[src/rtl/afilter_pkg.sv]
`default_nettype none
// ============================================================================
// afilter_pkg : state encoding, gain constant and helpers for afilter_sequencer
// Rev 1.0
// ============================================================================
package afilter_pkg;

    localparam int STATE_W = 3;

    localparam logic [2:0] S_IDLE     = 3'd0;
    localparam logic [2:0] S_DEBOUNCE = 3'd1;
    localparam logic [2:0] S_RAMP_DN  = 3'd2;
    localparam logic [2:0] S_SWITCH   = 3'd3;
    localparam logic [2:0] S_CLEAR    = 3'd4;
    localparam logic [2:0] S_SETTLE   = 3'd5;
    localparam logic [2:0] S_RAMP_UP  = 3'd6;

    localparam logic [7:0] GAIN_UNITY = 8'd128;

    function automatic logic is_busy(input logic [STATE_W-1:0] st);
        return !((st == S_IDLE) || (st == S_DEBOUNCE));
    endfunction

endpackage
`default_nettype wire

[src/rtl/afilter_sync2.sv]
`default_nettype none
// ============================================================================
// afilter_sync2 : two-flop synchronizer for a quasi-static multi-bit selector
// Rev 1.0
// ============================================================================
module afilter_sync2 #(
    parameter int WIDTH = 1
) (
    input  logic             clk,
    input  logic             reset,
    input  logic [WIDTH-1:0] d_i,
    output logic [WIDTH-1:0] q_o
);

    logic [WIDTH-1:0] meta_q;
    logic [WIDTH-1:0] sync_q;

    always_ff @(posedge clk or posedge reset) begin
        if (reset) begin
            meta_q <= '0;
            sync_q <= '0;
        end else begin
            meta_q <= d_i;
            sync_q <= meta_q;
        end
    end

    assign q_o = sync_q;

endmodule
`default_nettype wire

[src/rtl/afilter_sequencer.sv]
`default_nettype none
// ============================================================================
// afilter_sequencer : debounced, click-free filter switch (mute ramp, table
// swap, IIR clear + settle, unmute ramp). Rev 1.0
// ============================================================================
module afilter_sequencer
    import afilter_pkg::*;
#(
    parameter int STABLE_CYC     = 1024,
    parameter int SETTLE_SAMPLES = 64,
    parameter int RAMP_STEP      = 4,
    parameter int TBL_LAT        = 1
) (
    input  logic       clk,
    input  logic       reset,
    input  logic [3:0] afilter_sw,
    input  logic       sample_tick,
    output logic [3:0] tbl_sel,
    output logic       flt_load,
    output logic       flt_clr,
    output logic [7:0] gain,
    output logic       busy
);

    localparam int CYC_MAX = (STABLE_CYC > TBL_LAT + 1) ? STABLE_CYC : TBL_LAT + 1;
    localparam int CYC_W   = $clog2(CYC_MAX + 1);
    localparam int SMP_W   = $clog2(SETTLE_SAMPLES + 1);

    localparam logic [CYC_W-1:0] STABLE_LAST = CYC_W'(STABLE_CYC - 1);
    localparam logic [CYC_W-1:0] SWITCH_LAST = CYC_W'(TBL_LAT);
    localparam logic [SMP_W-1:0] SETTLE_LAST = SMP_W'(SETTLE_SAMPLES - 1);
    localparam logic [8:0]       STEP9       = 9'(RAMP_STEP);

    logic [3:0]       sw_s;
    logic [2:0]       state_q,   state_d;
    logic [3:0]       cand_q,    cand_d;
    logic [CYC_W-1:0] cyc_q,     cyc_d;
    logic [SMP_W-1:0] smp_q,     smp_d;
    logic [7:0]       gain_q,    gain_d;
    logic [3:0]       tbl_sel_q, tbl_sel_d;
    logic             pulse_d;
    logic             flt_load_q, flt_clr_q, busy_q;
    logic [7:0]       gain_dn, gain_up;

    afilter_sync2 #(
        .WIDTH (4)
    ) u_sync (
        .clk   (clk),
        .reset (reset),
        .d_i   (afilter_sw),
        .q_o   (sw_s)
    );

    // 9-bit arithmetic so a step that does not divide 128 saturates instead of wrapping
    assign gain_dn = ({1'b0, gain_q} > STEP9) ? 8'({1'b0, gain_q} - STEP9) : 8'd0;
    assign gain_up = (({1'b0, gain_q} + STEP9) >= {1'b0, GAIN_UNITY})
                     ? GAIN_UNITY : 8'({1'b0, gain_q} + STEP9);

    always_comb begin
        state_d   = state_q;
        cand_d    = cand_q;
        cyc_d     = cyc_q;
        smp_d     = smp_q;
        gain_d    = gain_q;
        tbl_sel_d = tbl_sel_q;
        pulse_d   = 1'b0;
        case (state_q)
            S_IDLE: begin
                if (sw_s != tbl_sel_q) begin
                    cand_d  = sw_s;
                    cyc_d   = '0;
                    state_d = S_DEBOUNCE;
                end
            end
            S_DEBOUNCE: begin
                if (sw_s == tbl_sel_q) begin
                    state_d = S_IDLE;
                end else if (sw_s != cand_q) begin
                    cand_d = sw_s;
                    cyc_d  = '0;
                end else if (cyc_q == STABLE_LAST) begin
                    state_d = S_RAMP_DN;
                end else begin
                    cyc_d = cyc_q + CYC_W'(1);
                end
            end
            S_RAMP_DN: begin
                if (gain_q == 8'd0) begin
                    state_d   = S_SWITCH;
                    tbl_sel_d = cand_q;
                    cyc_d     = '0;
                end else if (sample_tick) begin
                    gain_d = gain_dn;
                end
            end
            S_SWITCH: begin
                // Table output is valid TBL_LAT cycles after tbl_sel; one extra cycle of margin
                if (cyc_q == SWITCH_LAST) begin
                    state_d = S_CLEAR;
                    pulse_d = 1'b1;
                end else begin
                    cyc_d = cyc_q + CYC_W'(1);
                end
            end
            S_CLEAR: begin
                smp_d   = '0;
                state_d = S_SETTLE;
            end
            S_SETTLE: begin
                if (sample_tick) begin
                    if (smp_q == SETTLE_LAST) begin
                        state_d = S_RAMP_UP;
                    end else begin
                        smp_d = smp_q + SMP_W'(1);
                    end
                end
            end
            S_RAMP_UP: begin
                if (gain_q == GAIN_UNITY) begin
                    state_d = S_IDLE;
                end else if (sample_tick) begin
                    gain_d = gain_up;
                end
            end
            default: state_d = S_SWITCH;
        endcase
    end

    // Reset lands in SWITCH with cand=0 so the power-up load/unmute reuses the normal path
    always_ff @(posedge clk or posedge reset) begin
        if (reset) begin
            state_q    <= S_SWITCH;
            cand_q     <= '0;
            cyc_q      <= '0;
            smp_q      <= '0;
            gain_q     <= 8'd0;
            tbl_sel_q  <= '0;
            flt_load_q <= 1'b0;
            flt_clr_q  <= 1'b0;
            busy_q     <= 1'b1;
        end else begin
            state_q    <= state_d;
            cand_q     <= cand_d;
            cyc_q      <= cyc_d;
            smp_q      <= smp_d;
            gain_q     <= gain_d;
            tbl_sel_q  <= tbl_sel_d;
            flt_load_q <= pulse_d;
            flt_clr_q  <= pulse_d;
            busy_q     <= is_busy(state_d);
        end
    end

    assign tbl_sel  = tbl_sel_q;
    assign flt_load = flt_load_q;
    assign flt_clr  = flt_clr_q;
    assign gain     = gain_q;
    assign busy     = busy_q;

endmodule
`default_nettype wire

[config.mk]
export PLATFORM = sky130hd
export DESIGN_NAME = afilter_sequencer
export DESIGN_NICKNAME = d
export VERILOG_FILES = /design/src/rtl/afilter_pkg.sv /design/src/rtl/afilter_sync2.sv /design/src/rtl/afilter_sequencer.sv
export SDC_FILE = /design/constraint.sdc
export NUM_CORES = 1
export LEC_CHECK = 0
export BUFFER_PORTS_ARGS = -buffer_cell sky130_fd_sc_hd__buf_2
export CORE_ASPECT_RATIO = 1.4
export CORE_MARGIN = 3
export CORE_UTILIZATION = 59
export CTS_CLUSTER_SIZE = 16
export DETAILED_ROUTE_END_ITERATION = 8
export GPL_TIMING_DRIVEN = 0
export PLACE_DENSITY = 0.83
export SYNTH_ARGS = -nofsm -noshare
export SYNTH_HDL_FRONTEND = slang
export SYNTH_SLANG_ARGS = --single-unit
[constraint.sdc]
create_clock -name clk -period 2.6 [get_ports clk]
set_clock_uncertainty 0.1 [all_clocks]
set_input_delay 0.78 -clock clk [delete_from_list [all_inputs] [get_ports clk]]
set_output_delay 0.78 -clock clk [all_outputs]
set_load 0.01 [all_outputs]
==> summary.txt <==
Clocking
  • CTS clock-pin slew for the worst setup and hold paths: 0.08 ns
  • Htree depth: 2
  • Maximum root-to-sink buffer count: 2
  • Root Buffer Master: clkbuf_8
  • Setup bufs post-CTS: 0
  • Clock Sinks: 45
  • TritonCTS clock tree: done
  • Worst skew pair latency: 0.30 ns
  • Post-CTS Resized: 0
  • Total CTS buffers: 5
  • Hold buffers post-CTS: 0

Logic synthesis
  • Ys flop type: dfrtp_1
  • Synthesized instance count: 248
  • EDFF count, synth: 0
  • Number of library cell types mapped by synthesis: 58
  • Seq/Total Area, Yosys: 44.5%
  • Mapped Area: 2540 sq um
  • Post-synth ARST share: 100%
  • Syn Area/Cell: 10.2 sq um
  • Synth top area share: 41.4%
  • Synth area leader: dfrtp_1
  • Area contributors post-synth: dfrtp_1 41%, a22o_1 3.8%, mux2_2 3.5%
  • Ys Warns: 0
  • Synth Register Bits: 45

GRT
  • First-pass GRT wire length: 8.94 mm
  • Largest net degree at the start of global routing: 46
  • Overall routing resource usage: 22.1%
  • Vias in the first global route: 2,058
  • Antenna violations before repair: 0
  • GRT overflow: 0

Layout
  • N_diodes: 0
  • Commonest non-fill, non-tap cell in the layout: dfrtp_1
  • Layout cells sized above 1: 21.0%
  • Most frequent cells in the layout: 42 x dfrtp_1, 22 x buf_2, 17 x nor2_1
  • Area Growth Syn to Fin: 10.5%
  • Design area: 2810 sq um
  • Final Net Count: 289

Power and ir drop
  • Pleak: 1.28 nW
  • Max IR drop VDD: 0.000520 V
  • Pwr/cell area: 645 nW/um^2

Place
  • Dpl hpwl: 3.59 mm
  • Routability Congestion: 0.902
  • Dpl cell area: 2690 sq um
  • PortBufs: 19

Timing
  • Tcrit/Tclk final: 86.7%
  • Rel. slew slack: 39.4%
  • Fin crit period: 2.25 ns
  • Worst-Margin Slew: 0.908 ns
  • Final hold vios: 0
  • RSZ-0062 raised after global routing: false
  • Fin Setup TNS: 0 ns
  • Max-slew violations: 0
  • Fmax: 0.444 GHz
  • Setup violators final: 0

Die
  • Die Y: 83.6 um
  • Initial core utilization: 62.7%
  • # IOs: 22
  • Die area: 5140 sq um
  • Die X: 61.5 um
  • Core Region: 4050 sq um
  • Site row count: 27

Detailed routing
  • Initial DRC count: 85
  • Drt pass-1 iters: 5
  • DRC Markers: 0
  • WL/cell: 15.3 um
  • Routed vias/inst: 6.12
  • Total Routed Length: 4.87 mm
  • Via count: 1,951
  • Routed Antenna Nets: 0

Setup path
  • CP peak stage delay: 0.46 ns
  • Crit-path cells: inv_1 -> ha_1 -> nor4b_4 -> nand4_4 -> o21a_1 -> buf_6 -> a22o_1 -> a22o_1
  • Internal reg-to-reg setup slack: 0.35 ns
  • Required @ worst endpoint: 2.69 ns
  • CP dominant cell by count: a22o_1
  • Worst EP arrival: 2.34 ns
  • CP startpoint kind: flip-flop
  • CP Capture Type: flip-flop
  • Critical-path top delay cell: dfrtp_1
  • Largest fanout on the critical path: 10
  • Worst setup path class: reg -> reg

Flow run
  • Max_cap viols: 0

Run status
  • Run status: finished clean

Hold path
  • Hold crit path type: reg -> reg
[layout make-up]
| cell class | instances | area (sq um) |
|---|---|---|
| fill | 314 | 1250 |
| tap | 43 | 53.8 |
| timing repair buffer | 19 | 95.1 |
| clock buffer | 5 | 68.8 |
| inverter | 12 | 45.0 |
| sequential | 45 | 1130 |
| buffer | 11 | 75.1 |
| clock inverter | 3 | 46.3 |
| multi-input combinational | 181 | 1290 |
[critical path, delay by kind of cell, from the launching register on]
family / cells / cell delay [ns]
buffers and inverters: 2 / 0.29
AOI/OAI and AO/OA: 3 / 0.63
DFF: 1 / 0.46
adders and majority gates: 1 / 0.17
and+or+nand+nor: 2 / 0.50
[cells by family (layout without fill, tap and decap cells)]
logic type      count (synthesis)  after routing  synth area share (%)
mux                            10             10                  4.34
other cells                     1              2                 0.148
simple gates                   82             82                  18.8
xor+xnor                       12             12                  4.14
fa+ha+maj                       7              7                  3.45
flops                          45             45                  44.5
compound gates                 68             68                  20.0
buf+inv                        23             50                  4.73
[registers in the layout (all words and copies together) (netlist names)]
| name | cells |
|---|---|
| u_sync.meta_q | 4 |
| tbl_sel | 4 |
| busy | 1 |
| u_sync.q_o | 4 |
| cand_q | 4 |
| flt_clr | 1 |
| state_q | 3 |
| smp_q | 7 |
| cyc_q | 11 |
| gain | 6 |
[report_power, final]
group	internal [W]	leakage [nW]	switching [W]
sequential	0.000788	0.564	0.0000812
clock	0.000287	0.0543	0.000239
combinational	0.000181	0.658	0.000235
total	0.00126	1.28	0.000555
[cells in the mapped netlist (4+ instances only)]
library cell and instances:
a21oi_1 5, a22o_1 11, and2_1 6, buf_4 4, dfrtp_1 42, ha_1 7
inv_1 12, mux2_2 8, nand2_1 15, nand3_1 12, nand4_1 4, nor2_1 17
nor4_1 4, o211ai_1 4, o21ai_0 12, o22ai_1 4, o31ai_1 4, xnor2_1 4
xor2_1 8
[metal layers]
layer	global-route usage (%)	up-vias	wire, um
met5	0	-	0
met4	8.88	0	85
met3	3.56	8	141
met2	37.4	43	2570
met1	26.8	936	2070
li1	-	964	-
[stage by stage]
stage	power (W)	hold slack (ns)	cells	utilization, %	setup slack [ns]
floorplan	0.00120	0.231	249	-	0.531
global placement	0.00128	0.232	311	66.4	0.140
detailed placement	0.00130	0.237	311	66.4	0.361
CTS	0.00183	0.258	319	69.3	0.343
global route	0.00191	0.263	319	69.3	0.0939
finish	0.00181	0.254	319	69.3	0.345
[worst paths after layout]
kind | startpoint | endpoint | depth (start not counted)
worst max-delay path | gain[2] | cyc_q[7] | 8
worst max register to register | gain[2] | cyc_q[7] | 8
worst min register to register | u_sync.meta_q[3] | u_sync.q_o[3] | 0
min in group asynchronous | reset | flt_clr | 2
max in group asynchronous | reset | smp_q[6] | 2
worst min-delay path | u_sync.meta_q[3] | u_sync.q_o[3] | 0
Power figures use the tool's default switching activity.
